## src/rtl/tl_pkg.sv

```systemverilog
// Shared TileLink opcode constants and the burst-length helper used by the
// N-to-1 A-channel arbiter.
package tl_pkg;

    typedef logic [2:0] tl_opcode_t;

    localparam tl_opcode_t OP_PUT_FULL_DATA    = 3'd0;
    localparam tl_opcode_t OP_PUT_PARTIAL_DATA = 3'd1;
    localparam tl_opcode_t OP_ARITHMETIC_DATA  = 3'd2;
    localparam tl_opcode_t OP_LOGICAL_DATA     = 3'd3;
    localparam tl_opcode_t OP_GET              = 3'd4;
    localparam tl_opcode_t OP_INTENT           = 3'd5;
    localparam tl_opcode_t OP_ACCESS_ACK       = 3'd0;
    localparam tl_opcode_t OP_ACCESS_ACK_DATA  = 3'd1;

    localparam logic [3:0] MAX_SIZE = 4'd12;

    // Data-carrying A messages wider than one beat span 2^size / beat_bytes beats.
    function automatic logic [12:0] tl_beats(input tl_opcode_t opcode,
                                             input logic [3:0] size,
                                             input logic [3:0] beat_bytes_log2);
        logic [3:0] eff_size;
        eff_size = (size > MAX_SIZE) ? MAX_SIZE : size;
        if ((opcode <= OP_LOGICAL_DATA) && (eff_size > beat_bytes_log2)) begin
            return 13'd1 << (eff_size - beat_bytes_log2);
        end else begin
            return 13'd1;
        end
    endfunction

endpackage

```

## src/rtl/tl_rr_arbiter.sv

```systemverilog
// Round-robin arbiter with a hold input that pins the grant to the master
// captured on the cycle the hold was established.
module tl_rr_arbiter
    import tl_pkg::*;
#(
    parameter int NUM_REQ = 2,
    parameter int IDX_W   = 1
) (
    input  logic               clk,
    input  logic               rst_n,
    input  logic [NUM_REQ-1:0] req,
    input  logic               hold,
    input  logic               advance,
    output logic [NUM_REQ-1:0] grant,
    output logic [IDX_W-1:0]   grant_idx,
    output logic               grant_valid
);

    logic [IDX_W-1:0] ptr_r;
    logic [IDX_W-1:0] held_idx_r;
    logic [IDX_W-1:0] scan_idx_s;
    logic [IDX_W-1:0] cand_s;
    logic             found_s;

    // First requesting master at or after the pointer, wrapping around.
    always_comb begin
        found_s    = 1'b0;
        scan_idx_s = '0;
        cand_s     = '0;
        for (int i = 0; i < NUM_REQ; i++) begin
            cand_s = IDX_W'((int'(ptr_r) + i) % NUM_REQ);
            if (!found_s && req[cand_s]) begin
                found_s    = 1'b1;
                scan_idx_s = cand_s;
            end else begin
                found_s = found_s;
            end
        end
    end

    // A held grant stays valid even if the locked master drops its request.
    always_comb begin
        grant_valid = hold | found_s;
        grant_idx   = hold ? held_idx_r : scan_idx_s;
        grant       = '0;
        if (grant_valid) begin
            grant[grant_idx] = 1'b1;
        end else begin
            grant = '0;
        end
    end

    // Pointer moves past the winner only when its message completes.
    always_ff @(posedge clk or negedge rst_n) begin
        if (!rst_n) begin
            ptr_r      <= '0;
            held_idx_r <= '0;
        end else begin
            if (advance) begin
                ptr_r <= IDX_W'((int'(grant_idx) + 1) % NUM_REQ);
            end
            if (!hold) begin
                held_idx_r <= scan_idx_s;
            end
        end
    end

endmodule

```

## src/rtl/tilelink_n_to_1.sv

```systemverilog
// N-master to 1-slave TileLink stage: round-robin A arbitration with burst
// lock into a one-deep output register, D responses routed back by source tag.
module tilelink_n_to_1
    import tl_pkg::*;
#(
    parameter  int NUM_MASTERS = 2,
    parameter  int ADDR_W      = 32,
    parameter  int DATA_W      = 32,
    parameter  int SOURCE_W    = 4,
    localparam int IDX_W       = (NUM_MASTERS > 2) ? $clog2(NUM_MASTERS) : 1,
    localparam int SLV_SRC_W   = SOURCE_W + IDX_W,
    localparam int MASK_W      = DATA_W / 8
) (
    input  logic                            tilelink_clock_i,
    input  logic                            tilelink_reset_ni,
    input  logic [3*NUM_MASTERS-1:0]        master_a_opcode,
    input  logic [3*NUM_MASTERS-1:0]        master_a_param,
    input  logic [4*NUM_MASTERS-1:0]        master_a_size,
    input  logic [SOURCE_W*NUM_MASTERS-1:0] master_a_source,
    input  logic [ADDR_W*NUM_MASTERS-1:0]   master_a_address,
    input  logic [MASK_W*NUM_MASTERS-1:0]   master_a_mask,
    input  logic [DATA_W*NUM_MASTERS-1:0]   master_a_data,
    input  logic [NUM_MASTERS-1:0]          master_a_corrupt,
    input  logic [NUM_MASTERS-1:0]          master_a_valid,
    output logic [NUM_MASTERS-1:0]          master_a_ready,
    output logic [3*NUM_MASTERS-1:0]        master_d_opcode,
    output logic [2*NUM_MASTERS-1:0]        master_d_param,
    output logic [4*NUM_MASTERS-1:0]        master_d_size,
    output logic [SOURCE_W*NUM_MASTERS-1:0] master_d_source,
    output logic [NUM_MASTERS-1:0]          master_d_denied,
    output logic [NUM_MASTERS-1:0]          master_d_corrupt,
    output logic [NUM_MASTERS-1:0]          master_d_valid,
    output logic [DATA_W*NUM_MASTERS-1:0]   master_d_data,
    input  logic [NUM_MASTERS-1:0]          master_d_ready,
    output logic [2:0]                      slave_a_opcode,
    output logic [2:0]                      slave_a_param,
    output logic [3:0]                      slave_a_size,
    output logic [SLV_SRC_W-1:0]            slave_a_source,
    output logic [ADDR_W-1:0]               slave_a_address,
    output logic [MASK_W-1:0]               slave_a_mask,
    output logic [DATA_W-1:0]               slave_a_data,
    output logic                            slave_a_corrupt,
    output logic                            slave_a_valid,
    input  logic                            slave_a_ready,
    input  logic [2:0]                      slave_d_opcode,
    input  logic [1:0]                      slave_d_param,
    input  logic [3:0]                      slave_d_size,
    input  logic [SLV_SRC_W-1:0]            slave_d_source,
    input  logic                            slave_d_denied,
    input  logic                            slave_d_corrupt,
    input  logic                            slave_d_valid,
    input  logic [DATA_W-1:0]               slave_d_data,
    output logic                            slave_d_ready
);

    localparam logic [3:0] BB_LOG2 = 4'($clog2(MASK_W));

    logic [2:0]          m_op_s   [NUM_MASTERS];
    logic [2:0]          m_par_s  [NUM_MASTERS];
    logic [3:0]          m_size_s [NUM_MASTERS];
    logic [SOURCE_W-1:0] m_src_s  [NUM_MASTERS];
    logic [ADDR_W-1:0]   m_addr_s [NUM_MASTERS];
    logic [MASK_W-1:0]   m_mask_s [NUM_MASTERS];
    logic [DATA_W-1:0]   m_data_s [NUM_MASTERS];

    for (genvar g = 0; g < NUM_MASTERS; g++) begin : g_unpack
        assign m_op_s[g]   = master_a_opcode[g*3 +: 3];
        assign m_par_s[g]  = master_a_param[g*3 +: 3];
        assign m_size_s[g] = master_a_size[g*4 +: 4];
        assign m_src_s[g]  = master_a_source[g*SOURCE_W +: SOURCE_W];
        assign m_addr_s[g] = master_a_address[g*ADDR_W +: ADDR_W];
        assign m_mask_s[g] = master_a_mask[g*MASK_W +: MASK_W];
        assign m_data_s[g] = master_a_data[g*DATA_W +: DATA_W];
    end

    logic [NUM_MASTERS-1:0] grant_s;
    logic [IDX_W-1:0]       grant_idx_s;
    logic                   grant_valid_s;
    logic                   lock_r;
    logic [12:0]            beat_cnt_r;
    logic [12:0]            beats_s;
    logic                   can_load_s;
    logic                   accept_s;
    logic                   last_beat_s;

    assign can_load_s     = !slave_a_valid | slave_a_ready;
    assign accept_s       = grant_valid_s & master_a_valid[grant_idx_s] & can_load_s;
    assign beats_s        = tl_beats(m_op_s[grant_idx_s], m_size_s[grant_idx_s], BB_LOG2);
    assign last_beat_s    = lock_r ? (beat_cnt_r == 13'd0) : (beats_s == 13'd1);
    assign master_a_ready = grant_s & {NUM_MASTERS{can_load_s}};

    tl_rr_arbiter #(
        .NUM_REQ (NUM_MASTERS),
        .IDX_W   (IDX_W)
    ) u_arb (
        .clk         (tilelink_clock_i),
        .rst_n       (tilelink_reset_ni),
        .req         (master_a_valid),
        .hold        (lock_r),
        .advance     (accept_s & last_beat_s),
        .grant       (grant_s),
        .grant_idx   (grant_idx_s),
        .grant_valid (grant_valid_s)
    );

    // Burst lock: counter holds the number of beats still owed after the next one.
    always_ff @(posedge tilelink_clock_i or negedge tilelink_reset_ni) begin
        if (!tilelink_reset_ni) begin
            lock_r     <= 1'b0;
            beat_cnt_r <= 13'd0;
        end else if (accept_s) begin
            if (!lock_r) begin
                if (beats_s > 13'd1) begin
                    lock_r     <= 1'b1;
                    beat_cnt_r <= beats_s - 13'd2;
                end
            end else if (beat_cnt_r == 13'd0) begin
                lock_r <= 1'b0;
            end else begin
                beat_cnt_r <= beat_cnt_r - 13'd1;
            end
        end
    end

    // One-deep A output register; a load wins over a simultaneous drain.
    always_ff @(posedge tilelink_clock_i or negedge tilelink_reset_ni) begin
        if (!tilelink_reset_ni) begin
            slave_a_opcode  <= 3'd0;
            slave_a_param   <= 3'd0;
            slave_a_size    <= 4'd0;
            slave_a_source  <= '0;
            slave_a_address <= '0;
            slave_a_mask    <= '0;
            slave_a_data    <= '0;
            slave_a_corrupt <= 1'b0;
            slave_a_valid   <= 1'b0;
        end else if (accept_s) begin
            slave_a_opcode  <= m_op_s[grant_idx_s];
            slave_a_param   <= m_par_s[grant_idx_s];
            slave_a_size    <= m_size_s[grant_idx_s];
            slave_a_source  <= {grant_idx_s, m_src_s[grant_idx_s]};
            slave_a_address <= m_addr_s[grant_idx_s];
            slave_a_mask    <= m_mask_s[grant_idx_s];
            slave_a_data    <= m_data_s[grant_idx_s];
            slave_a_corrupt <= master_a_corrupt[grant_idx_s];
            slave_a_valid   <= 1'b1;
        end else if (slave_a_ready) begin
            slave_a_valid <= 1'b0;
        end
    end

    logic [IDX_W-1:0] d_idx_s;
    logic             d_hit_s;

    assign d_idx_s = slave_d_source[SLV_SRC_W-1:SOURCE_W];
    assign d_hit_s = {1'b0, d_idx_s} < (IDX_W + 1)'(NUM_MASTERS);

    assign master_d_opcode  = {NUM_MASTERS{slave_d_opcode}};
    assign master_d_param   = {NUM_MASTERS{slave_d_param}};
    assign master_d_size    = {NUM_MASTERS{slave_d_size}};
    assign master_d_source  = {NUM_MASTERS{slave_d_source[SOURCE_W-1:0]}};
    assign master_d_denied  = {NUM_MASTERS{slave_d_denied}};
    assign master_d_corrupt = {NUM_MASTERS{slave_d_corrupt}};
    assign master_d_data    = {NUM_MASTERS{slave_d_data}};

    // Responses tagged with a nonexistent master are swallowed.
    always_comb begin
        master_d_valid = '0;
        slave_d_ready  = 1'b1;
        if (d_hit_s) begin
            master_d_valid[d_idx_s] = slave_d_valid;
            slave_d_ready           = master_d_ready[d_idx_s];
        end else begin
            master_d_valid = '0;
            slave_d_ready  = 1'b1;
        end
    end

endmodule
```

## config.mk

```make
export PLATFORM = sky130hd
export DESIGN_NAME = tilelink_n_to_1
export DESIGN_NICKNAME = d
export VERILOG_FILES = /design/src/rtl/tl_pkg.sv /design/src/rtl/tl_rr_arbiter.sv /design/src/rtl/tilelink_n_to_1.sv
export SDC_FILE = /design/constraint.sdc
export NUM_CORES = 1
export LEC_CHECK = 0
export BUFFER_PORTS_ARGS = -buffer_cell sky130_fd_sc_hd__buf_2
export CORE_AREA = 5 5 156 158
export CTS_CLUSTER_DIAMETER = 40
export DETAILED_ROUTE_END_ITERATION = 6
export DIE_AREA = 0 0 161 163
export SETUP_SLACK_MARGIN = 0.2
export SLEW_MARGIN = 20
export SYNTH_ARGS = -nofsm -noshare
export SYNTH_HDL_FRONTEND = slang
export SYNTH_HIERARCHICAL = 1
export SYNTH_SLANG_ARGS = --single-unit
```

## constraint.sdc

```tcl
create_clock -name tilelink_clock_i -period 9.72 [get_ports tilelink_clock_i]
set_input_delay 0.486 -clock tilelink_clock_i [delete_from_list [all_inputs] [get_ports tilelink_clock_i]]
set_output_delay 0.486 -clock tilelink_clock_i [all_outputs]
set_load 0.05 [all_outputs]
```

======== After elaboration in Yosys (flattened, before gate mapping) ========
Index checks and enable logic that the tools add are counted.
operators by class
  $add $sub $neg .......................... 5
  bitwise logic cells ..................... 8
  multiplexer cells ....................... 52
  equal/unequal tests ..................... 2
  order comparisons ....................... 11
  reduce and logical (&&, ||, !) cells .... 10
  shift-type cells ........................ 1
operators by type and width
  kind                                                                               number
  32-bit two-way mux                                                                 6
  13-bit two-way mux                                                                 4
  4-bit two-way mux                                                                  10
  1-bit two-way mux                                                                  23
  3-bit two-way mux                                                                  6
  13-bit by 1-bit == test with 1-bit output (second input constant)                  1
  13-bit by 1-bit > comparator with 1-bit output (second input constant)             1
  13-bit zero test                                                                   1
  1-bit by 4-bit << shifter with 13-bit output (first input constant)                1
  13-bit by 1-bit subtractor with 13-bit output (second input constant)              1
  13-bit by 2-bit subtractor with 13-bit output (second input constant)              1
  1-bit by 2-bit less-than comparator with 1-bit output (second input constant)      4
  2-bit bitwise AND                                                                  2
  4-bit by 2-bit > comparator with 1-bit output (second input constant)              1
  4-bit > comparator (second input constant)                                         1
  1-bit logical AND                                                                  4
  2-bit nonzero test                                                                 2
  4-bit by 2-bit subtractor with 4-bit output (second input constant)                1
  1-bit bitwise AND                                                                  3
  3-bit by 2-bit less-or-equal comparator with 1-bit output (second input constant)  1
  3-bit AND reduction                                                                1
  1-bit adder (second input constant)                                                2
  1-bit demux with 1-bit select                                                      2
  1-bit >= comparator (second input constant)                                        2
  6 further kinds                                                                    8
word-level totals
  output and inout bits ................... 184
  register bits ........................... 101
  input port bits ......................... 222

======== Depth between registers and ports, before layout ========
  depth in word-level cells ............... 19
  depth in mapped cells ................... 17
  mapped depth without buffers ............ 14

======== Cells and area by module ========
The synthesis kept the hierarchy.
modules (own cells, without submodules)
  module           area each (µm²)  cells each  times used
  tilelink_n_to_1  5913.2           628         1
  tl_rr_arbiter    136.4            14          1

======== Worst setup path before layout ========
Ideal clock, no wire load.
  path kind ............................... input to register
  start ................................... input port master_a_valid[0]
  end ..................................... register beat_cnt_r[4]
  setup time .............................. 123 ps
  required time ........................... 9597 ps
  stages on the path ...................... 17
  data arrival time ....................... 3877 ps
  slack ................................... 5720 ps
  cells stage by stage .................... nor2b_4 o31ai_4 buf_6 buf_6 clkbuf_1 mux2i_1 ha_1 buf_1 inv_1 nor2_1 nand3_1 ha_1 o41ai_2 a21oi_2 buf_6 o21ai_1 o21ai_2
between the ends
  word-level cells in the longest chain between the ends .. 19
ends and longest elaborated chain
  element                                                                                                                 line                                            RTL
  start: declaration                                                                                                      tilelink_n_to_1.sv:24                           input logic [NUM_MASTERS-1:0] master_a_valid,
  1-bit two-way mux (not written as such) (2 in series)                                                                   tl_rr_arbiter.sv:32                             if (!found_s && req[cand_s]) begin
  1-bit two-way mux                                                                                                       tl_rr_arbiter.sv:32
  1-bit zero test                                                                                                         tl_rr_arbiter.sv:32
  1-bit logical AND                                                                                                       tl_rr_arbiter.sv:32
  1-bit two-way mux *                                                                                                     tl_rr_arbiter.sv:32
  1-bit two-way mux *                                                                                                     n/a
  via grant_idx_s                                                                                                         tilelink_n_to_1.sv:77                           logic [IDX_W-1:0] grant_idx_s;
  1-bit NOT with 2-bit output (not written as such)                                                                       tilelink_n_to_1.sv:88                           assign beats_s = tl_beats(m_op_s[grant_idx_s], m_size_s[grant_idx_s], BB_LOG2);
  4-bit two-way mux (not written as such) (3 in series)                                                                   tilelink_n_to_1.sv:88
  4-bit > comparator                                                                                                      tl_pkg.sv:23                                    eff_size = (size > MAX_SIZE) ? MAX_SIZE : size;
  4-bit two-way mux                                                                                                       tl_pkg.sv:23
  4-bit by 2-bit subtractor with 4-bit output / 4-bit by 2-bit > comparator with 1-bit output (equally long branches)     tl_pkg.sv:25, tl_pkg.sv:24
  1-bit by 4-bit << shifter with 13-bit output / 1-bit logical AND (equally long branches)                                tl_pkg.sv:25, tl_pkg.sv:24
  13-bit two-way mux                                                                                                      tl_pkg.sv:24                                    if ((opcode <= OP_LOGICAL_DATA) && (eff_size > beat_bytes_log2)) begin
  13-bit by 2-bit subtractor with 13-bit output / 13-bit by 1-bit > comparator with 1-bit output (equally long branches)  tilelink_n_to_1.sv:115, tilelink_n_to_1.sv:113
  13-bit two-way mux / 2-bit nonzero test (equally long branches)                                                         n/a
  13-bit two-way mux / 3-bit AND reduction (equally long branches)                                                        n/a
  end signal: assignment                                                                                                  tilelink_n_to_1.sv:115                          beat_cnt_r <= beats_s - 13'd2;
  end signal: assignment                                                                                                  tilelink_n_to_1.sv:120                          beat_cnt_r <= beat_cnt_r - 13'd1;
  end: declaration                                                                                                        tilelink_n_to_1.sv:80                           logic [12:0] beat_cnt_r;
Mark *: on every way through the listed nets, which the timed path passes. The rest lies on a longest branch. The select of a mux whose other input is x is not followed.
A chain may end at the register's enable or synchronous reset.

======== Worst setup path in the final report ========
  start ................................... register lock_r
  end ..................................... register beat_cnt_r[8]
between the ends
  word-level cells in the longest chain between the ends .. 13
ends and longest elaborated chain
  element                                                                                                                 line                                            RTL
  start: declaration                                                                                                      tilelink_n_to_1.sv:79                           logic lock_r;
  start signal: assignment                                                                                                tilelink_n_to_1.sv:109                          lock_r <= 1'b0;
  start signal: assignment                                                                                                tilelink_n_to_1.sv:114                          lock_r <= 1'b1;
  start signal: assignment                                                                                                tilelink_n_to_1.sv:118                          lock_r <= 1'b0;
  1-bit two-way mux *                                                                                                     n/a
  via grant_idx_s                                                                                                         tilelink_n_to_1.sv:77
  1-bit NOT with 2-bit output (not written as such)                                                                       tilelink_n_to_1.sv:88
  4-bit two-way mux (not written as such) (3 in series)                                                                   tilelink_n_to_1.sv:88
  4-bit > comparator                                                                                                      tl_pkg.sv:23
  4-bit two-way mux                                                                                                       tl_pkg.sv:23
  4-bit by 2-bit subtractor with 4-bit output / 4-bit by 2-bit > comparator with 1-bit output (equally long branches)     tl_pkg.sv:25, tl_pkg.sv:24
  1-bit by 4-bit << shifter with 13-bit output / 1-bit logical AND (equally long branches)                                tl_pkg.sv:25, tl_pkg.sv:24
  13-bit two-way mux                                                                                                      tl_pkg.sv:24
  13-bit by 2-bit subtractor with 13-bit output / 13-bit by 1-bit > comparator with 1-bit output (equally long branches)  tilelink_n_to_1.sv:115, tilelink_n_to_1.sv:113
  13-bit two-way mux / 2-bit nonzero test (equally long branches)                                                         n/a
  13-bit two-way mux / 3-bit AND reduction (equally long branches)                                                        n/a
Marked as above.

==> flow_metrics.env <==
export IMPL_die_h_um=163
export IMPL_maxCapViolCount=0
export IMPL_netlist_instances=642
export IMPL_gp_congestion=0.854
export IMPL_drive_above_1_share=0.390
export IMPL_ys_warn_count=6
export IMPL_grt_usage=0.124
export IMPL_setup_viol=0
export IMPL_ys_top_cells_by_area="dfrtp_1 (42%), mux2i_1 (14%), buf_4 (12%)"
export IMPL_syn2layout_area_growth_pct=19.1
export IMPL_yosysTopAreaCell="dfrtp_1"
export IMPL_place_hpwl_mm=12.9
export IMPL_cts_root_buf="clkbuf_16"
export IMPL_n_antenna_cell=0
export IMPL_r2r_end="beat_cnt_r[8]$_DFFE_PN0P_"
export IMPL_critical_path_class="register to register"
export IMPL_fin_tns_setup_ns=0
export IMPL_crit_required_ns=10.02
export IMPL_fin_skew_ns=0.0106
export IMPL_swShare=0.541
export IMPL_antenna_found_initial=0
export IMPL_period_share=0.528
export IMPL_post_cts_buffers=0
export IMPL_cts_sinks=101
export IMPL_totalWireLength_mm=16.5
export IMPL_avgSynthCellArea_sq_um=9.42
export IMPL_ys_seq_area_frac=0.418
export IMPL_core_area_sq_mm=0.0230
export IMPL_synth_cell_types=58
export IMPL_h_tree_depth=3
export IMPL_hp_class="input pin to async pin"
export IMPL_critPathSlowestCell="dfrtp_1"
export IMPL_cts_repair_resize_count=0
export IMPL_ff2ff_setup_slack_ns=4.59
export IMPL_synth_edf_count=0
export IMPL_ys_seq_elements=101
export IMPL_num_fill_cells=2420
export IMPL_cts_buffers=9
export IMPL_syn_area_sq_mm=0.00605
export IMPL_end_kind="register"
export IMPL_die_x_um=161
export IMPL_drtIter0Drc=184
export IMPL_dr_total_vias=4834
export IMPL_yosysTopAreaCellShare=0.418
export IMPL_cts_max_path_buffers=2
export IMPL_slew_headroom=0.342
export IMPL_status="completed"
export IMPL_insertion_delay_ns=0.36
export IMPL_p_sw_mw=1.47
export IMPL_postCtsHoldBufs=0
export IMPL_clk_pin_slew_ns=0.08
export IMPL_r2r_start="lock_r$_DFFE_PN0P_"
export IMPL_vias_per_cell=4.44
export IMPL_path_cells="nand2_1 -> o31ai_4 -> buf_4 -> a32oi_2 -> ha_1 -> inv_1 -> nor2_1 -> nand3_1 -> ha_1 -> o41ai_2 -> a21oi_4 -> a211o_1 -> nand2_1"
export IMPL_grt_overflow_total=0
export IMPL_hold_viol=0
export IMPL_num_nets_final=1019
export IMPL_cp_max_fo=54
export IMPL_peakVddDrop_uv=174
export IMPL_tightest_slew_ns=0.987
export IMPL_async_flop_share=1.00
export IMPL_synth_net_count=868
export IMPL_portBuffers=264
export IMPL_cp_num_buf_inv=2
export IMPL_ant_nets=0
export IMPL_dr_pass1_iters=4
export IMPL_startpoint_type="register"
export IMPL_leakagePower_nw=3.58
export IMPL_period_needed_ns=5.13
export IMPL_critPathArrivalTime_ns=5.43
export IMPL_seqPwrFrac=0.277
export IMPL_drc=0
export IMPL_crit_family="compound AO/OA/AOI/OAI gates"
export IMPL_holdWs_ns=0.0792
export IMPL_intPower_mw=1.24
export IMPL_cts_tree="done"
export IMPL_finalMaxSlewViolations=0
export IMPL_die_area_sq_mm=0.0262
export IMPL_io_pins=406
export IMPL_p_comb_frac=0.588
export IMPL_wl_per_cell_um=15.1
export IMPL_grt_pass1_vias=4867
export IMPL_reg2reg_depth=13
export IMPL_p_clk_frac=0.135
export IMPL_grt_max_degree=95
export IMPL_finish_utilization=0.314
export IMPL_synth_top_flop_cell="dfrtp_1"
export IMPL_initial_core_util=0.263
export IMPL_grt_first_pass_wirelength_mm=26.0
export IMPL_rsz0062_at_grt="no"
export IMPL_max_freq_ghz=0.195
export IMPL_critPathMaxStageDelay_ns=0.99
export IMPL_power_density_mw_per_mm2=376
export IMPL_row_count=56
[stage by stage]
stage | power (mW) | std cells | setup slack [ns] | area [sq um]
floorplan | 2.10 | 642 | 5.72 | 6050
global placement | 2.35 | 1072 | 4.52 | 6910
detailed placement | 2.37 | 1072 | 4.41 | 6910
CTS | 2.75 | 1088 | 4.41 | 7200
global route | 2.90 | 1088 | 4.18 | 7210
finish | 2.71 | 1088 | 4.59 | 7210
[power by group through the flow]
stage | clock network [mW] | logic (mW) | registers (mW)
floorplan | 0 | 0.760 | 1.34
global placement | 0 | 1.60 | 0.758
detailed placement | 0 | 1.61 | 0.756
CTS | 0.380 | 1.61 | 0.754
global route | 0.398 | 1.72 | 0.785
finish | 0.365 | 1.59 | 0.751
[registers in the layout (all words and copies together) (netlist names)]
register / cells
u_arb/held_idx_r: 1
slave_a_size: 4
slave_a_valid: 1
slave_a_opcode: 3
slave_a_mask: 4
beat_cnt_r: 13
slave_a_source: 5
u_arb/ptr_r: 1
slave_a_address: 32
slave_a_corrupt: 1
lock_r: 1
slave_a_param: 3
slave_a_data: 32
[synthesized netlist by cell type (all sizes together), types with 2 or more instances]
library cell    n
a211o           2
a21oi          10
a31oi           4
and2            4
and3            2
buf           101
clkbuf         27
dfrtp         101
ha              4
inv            11
mux2            3
mux2i          83
nand2         106
nand3           7
nand4           2
nor2           19
nor2b           4
nor3            6
nor3b           2
o21ai         103
o22a            2
o22ai           3
o31ai           6
o41ai           2
or2             2
or3             6
or4             2
xnor2           4
[worst max-delay path by stage]
| stage | startpoint | end | slack [ns] | depth (start not counted) |
|---|---|---|---|---|
| 4_1_cts | lock_r$_DFFE_PN0P_ | beat_cnt_r[11]$_DFFE_PN0P_ | 4.41 | 11 |
| 5_1_grt | lock_r$_DFFE_PN0P_ | beat_cnt_r[5]$_DFFE_PN0P_ | 4.18 | 13 |
| 6_report | lock_r$_DFFE_PN0P_ | beat_cnt_r[8]$_DFFE_PN0P_ | 4.59 | 13 |
| 3_5_place_dp | lock_r$_DFFE_PN0P_ | beat_cnt_r[11]$_DFFE_PN0P_ | 4.41 | 11 |
| 2_1_floorplan | master_a_valid[0] | beat_cnt_r[4]$_DFFE_PN0P_ | 5.72 | 17 |
| 3_3_place_gp | lock_r$_DFFE_PN0P_ | beat_cnt_r[11]$_DFFE_PN0P_ | 4.52 | 10 |
[layer usage]
layer	vias to the layer above	GRT usage	wire [um]
met4	0	0.0617	557
li1	2414	-	-
met1	2177	0.151	6720
met2	199	0.198	7650
met5	-	0	0
met3	44	0.0428	1550
[cells in the final DEF (no fill, tap or decap), drive strengths merged, types with 3 or more instances in the layout]
master	instances
buf	268
nand2	106
o21ai	103
dfrtp	101
mux2i	83
nor2	19
inv	16
clkbuf	10
a21oi	10
nand3	7
nor3	6
o31ai	6
or3	6
and2	4
a31oi	4
ha	4
nor2b	4
xnor2	4
mux2	3
o22ai	3
[cells by family (layout without fill, tap and decap cells)]
kind of cell / count (synthesis) / count (layout) / share of synthesized area
AO/OA/AOI/OAI: 142 / 142 / 0.143
adder cells (fa/ha/maj): 4 / 4 / 0.00827
AND/OR/NAND/NOR: 165 / 165 / 0.125
multiplexers: 86 / 86 / 0.145
flip-flops: 101 / 101 / 0.418
XOR/XNOR: 5 / 5 / 0.0103
buffers and inverters: 139 / 295 / 0.151
[cell type report]
class,count,area [sq um],share of cell area
clock inverters,6,60.1,0.00833
multi-input cells,402,2630,0.365
flip-flops and latches,101,2530,0.351
well taps,290,363,0.0504
clock buffers,10,229,0.0318
inverters,11,41.3,0.00573
repair buffers,268,1350,0.188
(Power assumes the default switching activity.)
